<file path="src/rtl/bus_arb2.sv">
// bus_arb2: two-master round-robin arbiter onto one shared request/ack bus,
// with a per-transfer wait timeout that returns ack+err to the granted master.
module bus_arb2 #(
    parameter int unsigned TIMEOUT = 255
) (
    input  logic        clk,
    input  logic        rst,
    // master 0 (CPU)
    input  logic        m0_stb,
    input  logic        m0_we,
    input  logic [23:2] m0_addr,
    input  logic [31:0] m0_dout,
    output logic [31:0] m0_din,
    output logic        m0_ack,
    output logic        m0_err,
    // master 1 (DMA/aux)
    input  logic        m1_stb,
    input  logic        m1_we,
    input  logic [23:2] m1_addr,
    input  logic [31:0] m1_dout,
    output logic [31:0] m1_din,
    output logic        m1_ack,
    output logic        m1_err,
    // shared bus
    output logic        bus_stb,
    output logic        bus_we,
    output logic [23:2] bus_addr,
    output logic [31:0] bus_dout,
    input  logic [31:0] bus_din,
    input  logic        bus_ack,
    output logic [1:0]  grant
);

    localparam int unsigned CNT_W = 16;

    typedef enum logic [1:0] {
        IDLE = 2'b00,
        G0   = 2'b01,
        G1   = 2'b10
    } state_e;

    state_e             state_q, state_d;
    logic [CNT_W-1:0]   cnt_q, cnt_d;
    logic               last_m1_q, last_m1_d;

    logic               act_stb_c;
    logic               to_hit_c;
    logic               xfer_ack_c;
    logic               xfer_to_c;

    // Read data is shared by both masters; only ack tells them apart.
    assign m0_din = bus_din;
    assign m1_din = bus_din;

    // Granted master's strobe and the end-of-transfer conditions.
    always_comb begin
        act_stb_c = 1'b0;
        case (state_q)
            G0:      act_stb_c = m0_stb;
            G1:      act_stb_c = m1_stb;
            default: act_stb_c = 1'b0;
        endcase
        to_hit_c   = (cnt_q == CNT_W'(TIMEOUT - 1));
        xfer_ack_c = act_stb_c & bus_ack;
        xfer_to_c  = act_stb_c & ~bus_ack & to_hit_c;
    end

    // State, wait counter and last-served flag; reset leaves m0 winning the first tie.
    always_ff @(posedge clk) begin
        if (rst) begin
            state_q   <= IDLE;
            cnt_q     <= '0;
            last_m1_q <= 1'b1;
        end else begin
            state_q   <= state_d;
            cnt_q     <= cnt_d;
            last_m1_q <= last_m1_d;
        end
    end

    // Next-state: round-robin on ties, leave a grant on ack, timeout or dropped strobe.
    always_comb begin
        state_d   = state_q;
        last_m1_d = last_m1_q;
        cnt_d     = cnt_q;
        case (state_q)
            IDLE: begin
                cnt_d = '0;
                if (m0_stb && m1_stb) begin
                    if (last_m1_q) begin
                        state_d   = G0;
                        last_m1_d = 1'b0;
                    end else begin
                        state_d   = G1;
                        last_m1_d = 1'b1;
                    end
                end else if (m0_stb) begin
                    state_d   = G0;
                    last_m1_d = 1'b0;
                end else if (m1_stb) begin
                    state_d   = G1;
                    last_m1_d = 1'b1;
                end
            end
            G0, G1: begin
                if (!bus_ack) begin
                    cnt_d = cnt_q + CNT_W'(1);
                end
                if (!act_stb_c || bus_ack || to_hit_c) begin
                    state_d = IDLE;
                end
            end
            default: begin
                state_d = IDLE;
                cnt_d   = '0;
            end
        endcase
    end

    // Output mux; everything is held at zero while reset is asserted.
    always_comb begin
        bus_stb  = 1'b0;
        bus_we   = 1'b0;
        bus_addr = '0;
        bus_dout = '0;
        m0_ack   = 1'b0;
        m0_err   = 1'b0;
        m1_ack   = 1'b0;
        m1_err   = 1'b0;
        grant    = 2'b00;
        if (!rst) begin
            case (state_q)
                G0: begin
                    grant    = 2'b01;
                    bus_stb  = m0_stb;
                    bus_we   = m0_we;
                    bus_addr = m0_addr;
                    bus_dout = m0_dout;
                    m0_ack   = xfer_ack_c | xfer_to_c;
                    m0_err   = xfer_to_c;
                end
                G1: begin
                    grant    = 2'b10;
                    bus_stb  = m1_stb;
                    bus_we   = m1_we;
                    bus_addr = m1_addr;
                    bus_dout = m1_dout;
                    m1_ack   = xfer_ack_c | xfer_to_c;
                    m1_err   = xfer_to_c;
                end
                default: begin
                    grant = 2'b00;
                end
            endcase
        end
    end

endmodule

</file>
<file path="config.mk">
export PLATFORM = sky130hd
export DESIGN_NAME = bus_arb2
export DESIGN_NICKNAME = d
export VERILOG_FILES = /design/src/rtl/bus_arb2.sv
export SDC_FILE = /design/constraint.sdc
export NUM_CORES = 1
export LEC_CHECK = 0
export ABC_AREA = 1
export BUFFER_PORTS_ARGS = -buffer_cell sky130_fd_sc_hd__buf_2
export CORE_MARGIN = 5
export CORE_UTILIZATION = 25
export CTS_BUF_LIST = sky130_fd_sc_hd__clkbuf_8
export DETAILED_ROUTE_END_ITERATION = 10
export GPL_TIMING_DRIVEN = 0
export SYNTH_ARGS = -nofsm -noshare
export SYNTH_HDL_FRONTEND = slang
export SYNTH_SLANG_ARGS = --single-unit
</file>
<file path="constraint.sdc">
create_clock -name clk -period 1.8 [get_ports clk]
set_input_delay 0.36 -clock clk [delete_from_list [all_inputs] [get_ports clk]]
set_output_delay 0.36 -clock clk [all_outputs]
set_load 0.03 [all_outputs]
</file>
# Word-level counts from Yosys, hierarchy flattened
# Index checks and enable logic that the tools add are counted.
[op_classes] add_sub_neg=1 n_eq_ne=5 mux=28 bitwise_logic=6 reduce_logical=10
[ops] cell="case mux 32 bit (2 select lines)" n=1
[ops] cell="case mux 22 bit (2 select lines)" n=1
[ops] cell="two-way mux 32 bit" n=1
[ops] cell="two-way mux 22 bit" n=1
[ops] cell="adder 16 x 1 -> 16 bit, second input constant" n=1
[ops] cell="equality test 16 x 8 -> 1 bit, second input constant" n=1
[ops] cell="two-way mux 1 bit" n=14
[ops] cell="two-way mux 2 bit" n=6
[ops] cell="case mux 2 bit (2 select lines)" n=2
[ops] cell="inequality test 4 bit, second input constant" n=1
[ops] cell="case mux 1 bit (2 select lines)" n=2
[ops] cell="AND reduction 2 bit" n=2
[ops] cell="OR reduction 2 bit" n=2
[ops] cell="AND 1 bit" n=3
[ops] cell="nonzero test 3 bit" n=1
[ops] cell="equality test 2 x 1 -> 1 bit, second input constant" n=1
[ops] cell="equality test 2 bit, second input constant" n=1
[ops] cell="logical NOT 2 bit" n=1
[ops] cell="logical OR 1 bit" n=2
[ops] cell="inequality test 2 bit, second input constant" n=1
[ops] cell="NOT 1 bit" n=2
[ops] cell="logical AND 1 bit" n=1
[ops] cell="logical NOT 1 bit" n=1
[ops] cell="OR 1 bit" n=1
[totals] regBits=19 elab_cells=53

# Depth between registers and ports, before layout
[logic_depth] word_depth=7 mapped_depth=10 mapped_depth_nobuf=10

# Least setup slack after synthesis
# Ideal clock, no wire load.
[synth_timing] kind="flip-flop to output port" start="register state_q[0]" end="output m1_ack" t_arrival_ns=1.749 setup_slack_ns=-0.309 path_stages_with_launch=8 path_buffers=1 path_cell_list="dfxtp_1 inv_1 ha_1 buf_2 inv_1 nor2_1 inv_1 nor2_1"
[synth_between] elab_chain_cells=7 elab_cells_between_ends=9
[synth_rtl] item="start: declaration" line_no="42" text="state_e state_q, state_d;"
[synth_rtl] item="start signal: assignment" line_no="75" text="state_q <= state_d;"
[synth_rtl] item="equality test 2 bit / equality test 2 x 1 -> 1 bit (equally long branches)" line_no="58, 132"
[synth_rtl] item="case mux 1 bit (2 select lines)" line_no="58" text="case (state_q)"
[synth_rtl] item="AND 1 bit (2 in a row)" line_no="65" text="xfer_to_c = act_stb_c & ~bus_ack & to_hit_c;"
[synth_rtl] item="OR 1 bit" line_no="148" text="m1_ack = xfer_ack_c | xfer_to_c;"
[synth_rtl] item="two-way mux 1 bit (*)" line_no="132" text="case (state_q)"
[synth_rtl] item="two-way mux 1 bit (*)" line_no="131" text="if (!rst) begin"
[synth_rtl] item="end: declaration" line_no="22" text="output logic m1_ack,"
# Mark *: on every way between the ends. The rest lies on a longest branch, timed or not.

# Worst setup path after layout
[layout_timing] start="register state_q[0]" end="output bus_addr[14] in the netlist's numbering"
[layout_between] elab_chain_cells=3 elab_cells_between_ends=4
[layout_rtl] item="equality test 2 bit / equality test 2 x 1 -> 1 bit (equally long branches)" line_no="132"
[layout_rtl] item="case mux 22 bit (2 select lines) (*)" line_no="132"
[layout_rtl] item="two-way mux 22 bit (*)" line_no="131"
[layout_rtl] item="end: declaration" line_no="27" text="output logic [23:2] bus_addr,"
# Marks and branches as above.

==> impl_metrics.env <==
export IMPL_grt_max_degree=12
export IMPL_worst_setup_sp_type="flop"
export IMPL_timing_hold_worst_start="bus_ack"
export IMPL_ys_ff_latch=19
export IMPL_seq_area_frac_synth_pct=16.0
export IMPL_drt_initial_drc_count=170
export IMPL_stdcell_area_um2=5250
export IMPL_holdPathStages=3
export IMPL_timing_final_crit_share_pct=116
export IMPL_fp_dieArea_um2=11500
export IMPL_setup_viol=59
export IMPL_critical_path_peak_fanout=7
export IMPL_die_h_um=107
export IMPL_ant_nets=0
export IMPL_ctsHoldBuffers=0
export IMPL_timing_max_transition_violations_final=0
export IMPL_period_minus_slack_ns=2.10
export IMPL_die_x_um=107
export IMPL_totalWireLength_um=11700
export IMPL_unrepaired_setup_endpoints_after_global_routing="yes"
export IMPL_fillCellCount=847
export IMPL_drcViolationCount=0
export IMPL_gp_routability_congestion=0.821
export IMPL_least_margin_pin_slew_ns=0.331
export IMPL_synth_avg_cell_area_um2=5.69
export IMPL_max_slew_margin_pct=77.7
export IMPL_worst_setup_path_end_kind="primary output"
export IMPL_avgViaCountPerCell=4.40
export IMPL_reg2reg_depth=12
export IMPL_detailroute_via_count=3566
export IMPL_worst_setup_path_startpoint="state_q[0]$_SDFFE_PP0P_"
export IMPL_grt_total_usage_pct=17.8
export IMPL_syn_inst_count=417
export IMPL_core_area_um2=9240
export IMPL_mappedNetlistArea_um2=2370
export IMPL_cts_inserted_buffers=3
export IMPL_clock_sinks=19
export IMPL_final_nets=835
export IMPL_p_per_area_nw_per_um2=391
export IMPL_floorplan_rows=35
export IMPL_worstPathRequired_ns=1.44
export IMPL_timing_worst_setup_path_type="reg2out"
export IMPL_max_frequency_mhz=477
export IMPL_worst_hold_path_type="in2reg"
export IMPL_num_antenna_cells=0
export IMPL_io_buffers=240
export IMPL_routed_wire_length_per_instance_um=14.5
export IMPL_areaGrowthSynthToFinish_pct=121
export IMPL_drive_above_1_share_pct=66.6
export IMPL_synth_nets=569
export IMPL_clockRootBuffer="clkbuf_8"
export IMPL_clock_insertion_delay_worst_skew_ns=0.26
export IMPL_dr_pass1_iters=4
export IMPL_hold_violations_final=0
export IMPL_postLayoutSetupSlackWorst_ns=-0.296
export IMPL_max_cap_viol_count=0
export IMPL_violations="negative setup slack"
export IMPL_cts_tree="yes"
export IMPL_cts_reportedPaths_clkPinSlew_ns=0.08
export IMPL_grt_overflow_total=0
export IMPL_minimum_setup_slack_after_placement_ns=-0.387
export IMPL_yosysWarningCount=0
export IMPL_run_status="finished with violations"
export IMPL_initial_cell_density_of_the_core_pct=25.7
export IMPL_grt_pass1_wl_um=16900
export IMPL_fin_worst_hold_slack_ns=0.415
export IMPL_floorplan_io_pins=273
export IMPL_cp_arrival_ns=1.74
export IMPL_detailed_place_area_um2=4040
export IMPL_vdd_drop_max_uv=221
export IMPL_cts_htree_levels=1
export IMPL_number_of_global_route_vias_before_repair=3529
export IMPL_clock_skew_ns=0.00581
export IMPL_antenna_found_initial=0
export IMPL_clockBufferDepth=2
export IMPL_dp_hpwl_um=9230
export IMPL_static_leakage_power_nw=2.33
export IMPL_timing_rr_start="state_q[1]$_SDFFE_PP0P_"
export IMPL_netlist_cell_type_count=26
[area by class of cell]
class / instances / area, um2 / area share [%]
Timing Repair Buffer: 262 / 1830 / 34.9
Buffer: 82 / 718 / 13.7
Inverter: 31 / 131 / 2.50
Tap cell: 129 / 161 / 3.07
Multi-Input combinational cell: 284 / 1960 / 37.3
Clock buffer: 3 / 41.3 / 0.786
Sequential cell: 19 / 404 / 7.70
Clock inverter: 1 / 5.00 / 0.0953
[power breakdown]
part	switching, mW	total (mW)	internal (mW)
clock	0.148	0.302	0.154
sequential	0.0101	0.437	0.427
combinational	0.732	1.31	0.583
[cells by family (layout without fill, tap and decap cells)]
group,Yosys count,count (layout),synth area share (%)
AOI/OAI and AO/OA,83,83,17.6
adders and majority gates,5,5,2.64
buffers and inverters,114,379,29.2
DFF,19,19,16.0
and+or+nand+nor,196,196,34.5
[critical path: stages (launching register included)]
cell and delay, ns:
dfxtp_4 0.37, inv_4 0.05, ha_4 0.26, inv_2 0.04, nor2_4 0.12, inv_4 0.06, buf_12 0.15, buf_16 0.15
a21oi_4 0.12, buf_6 0.15
[synthesized netlist by cell type]
library cell	n	area share (%)
nand2_1	143	23
a21oi_1	68	14
buf_4	64	20
inv_1	27	4.3
nor2_1	27	4.3
dfxtp_1	19	16
buf_2	13	2.7
o21ai_0	10	2.1
nand3_1	9	1.9
ha_1	5	2.6
nor2_2	4	1.1
nor3_1	4	0.84
o21ai_1	4	0.84
clkbuf_1	3	0.47
inv_2	3	0.47
nand2_2	3	0.79
buf_1	2	0.32
buf_6	1	0.47
clkinv_1	1	0.16
nand2_4	1	0.47
nand4_1	1	0.26
nand4_4	1	0.90
nor2_4	1	0.47
nor3_4	1	0.69
nor4_1	1	0.26
o21a_1	1	0.32
[worst paths after layout]
| check | slack [ns] | endpoint |
|---|---|---|
| max | -0.30 | bus_addr[14] |
| max reg2reg | 0.23 | state_q[0]$_SDFFE_PP0P_ |
| min | 0.42 | cnt_q[1]$_SDFFE_PP0N_ |
| min reg2reg | 0.48 | cnt_q[6]$_SDFFE_PP0N_ |
[through the flow]
| step | util, % | power, mW | instances | setup TNS (ns) |
|---|---|---|---|---|
| floorplan | - | 1.11 | 417 | -4.37 |
| global placement | 43.7 | 1.41 | 786 | -11.02 |
| detailed placement | 43.7 | 1.42 | 786 | -13.41 |
| CTS | 52.9 | 1.97 | 804 | -14.26 |
| global route | 56.8 | 2.16 | 811 | -18.36 |
| finish | 56.8 | 2.05 | 811 | -14.76 |
[placed cells by master, fill, tap and decap left out, types with 2 or more instances in the layout]
| cell | Yosys | layout |
|---|---|---|
| nand2_2 | 3 | 7 |
| buf_8 | 0 | 2 |
| inv_1 | 27 | 19 |
| clkbuf_2 | 0 | 2 |
| nand3_1 | 9 | 7 |
| inv_4 | 0 | 4 |
| buf_16 | 0 | 5 |
| nor3_1 | 4 | 4 |
| nor2_4 | 1 | 8 |
| buf_6 | 1 | 62 |
| nor2_2 | 4 | 8 |
| ha_4 | 0 | 4 |
| o21ai_0 | 10 | 10 |
| o21ai_1 | 4 | 4 |
| buf_2 | 13 | 179 |
| inv_2 | 3 | 6 |
| nand2_4 | 1 | 2 |
| a21oi_4 | 0 | 42 |
| a21oi_2 | 0 | 8 |
| buf_4 | 64 | 88 |
| a21oi_1 | 68 | 18 |
| dfxtp_4 | 0 | 4 |
| nand2_1 | 143 | 138 |
| nor2_1 | 27 | 16 |
| dfxtp_1 | 19 | 8 |
| dfxtp_2 | 0 | 7 |
| buf_12 | 0 | 4 |
| clkbuf_8 | 0 | 4 |
[metal layers]
metal / part of all wire [%] / up-vias / GRT usage (%)
met5: 0 / - / 0
met4: 1.6 / 0 / 3.70
met3: 6.6 / 17 / 3.06
met2: 55 / 142 / 35.1
met1: 37 / 1621 / 19.6
li1: - / 1786 / -
[flip-flops by register name (all words and copies together), names as in the netlist]
| name | flops |
|---|---|
| cnt_q | 16 |
| last_m1_q | 1 |
| state_q | 2 |
[what timing repair did]
item                                    CTS  global route
setup buffers                            12             6
endpoints found under the setup margin   61            62
gates cloned                              3             1
gates resized for setup                 194            68
pin swaps                                 2            13
(Power assumes the default switching activity.)
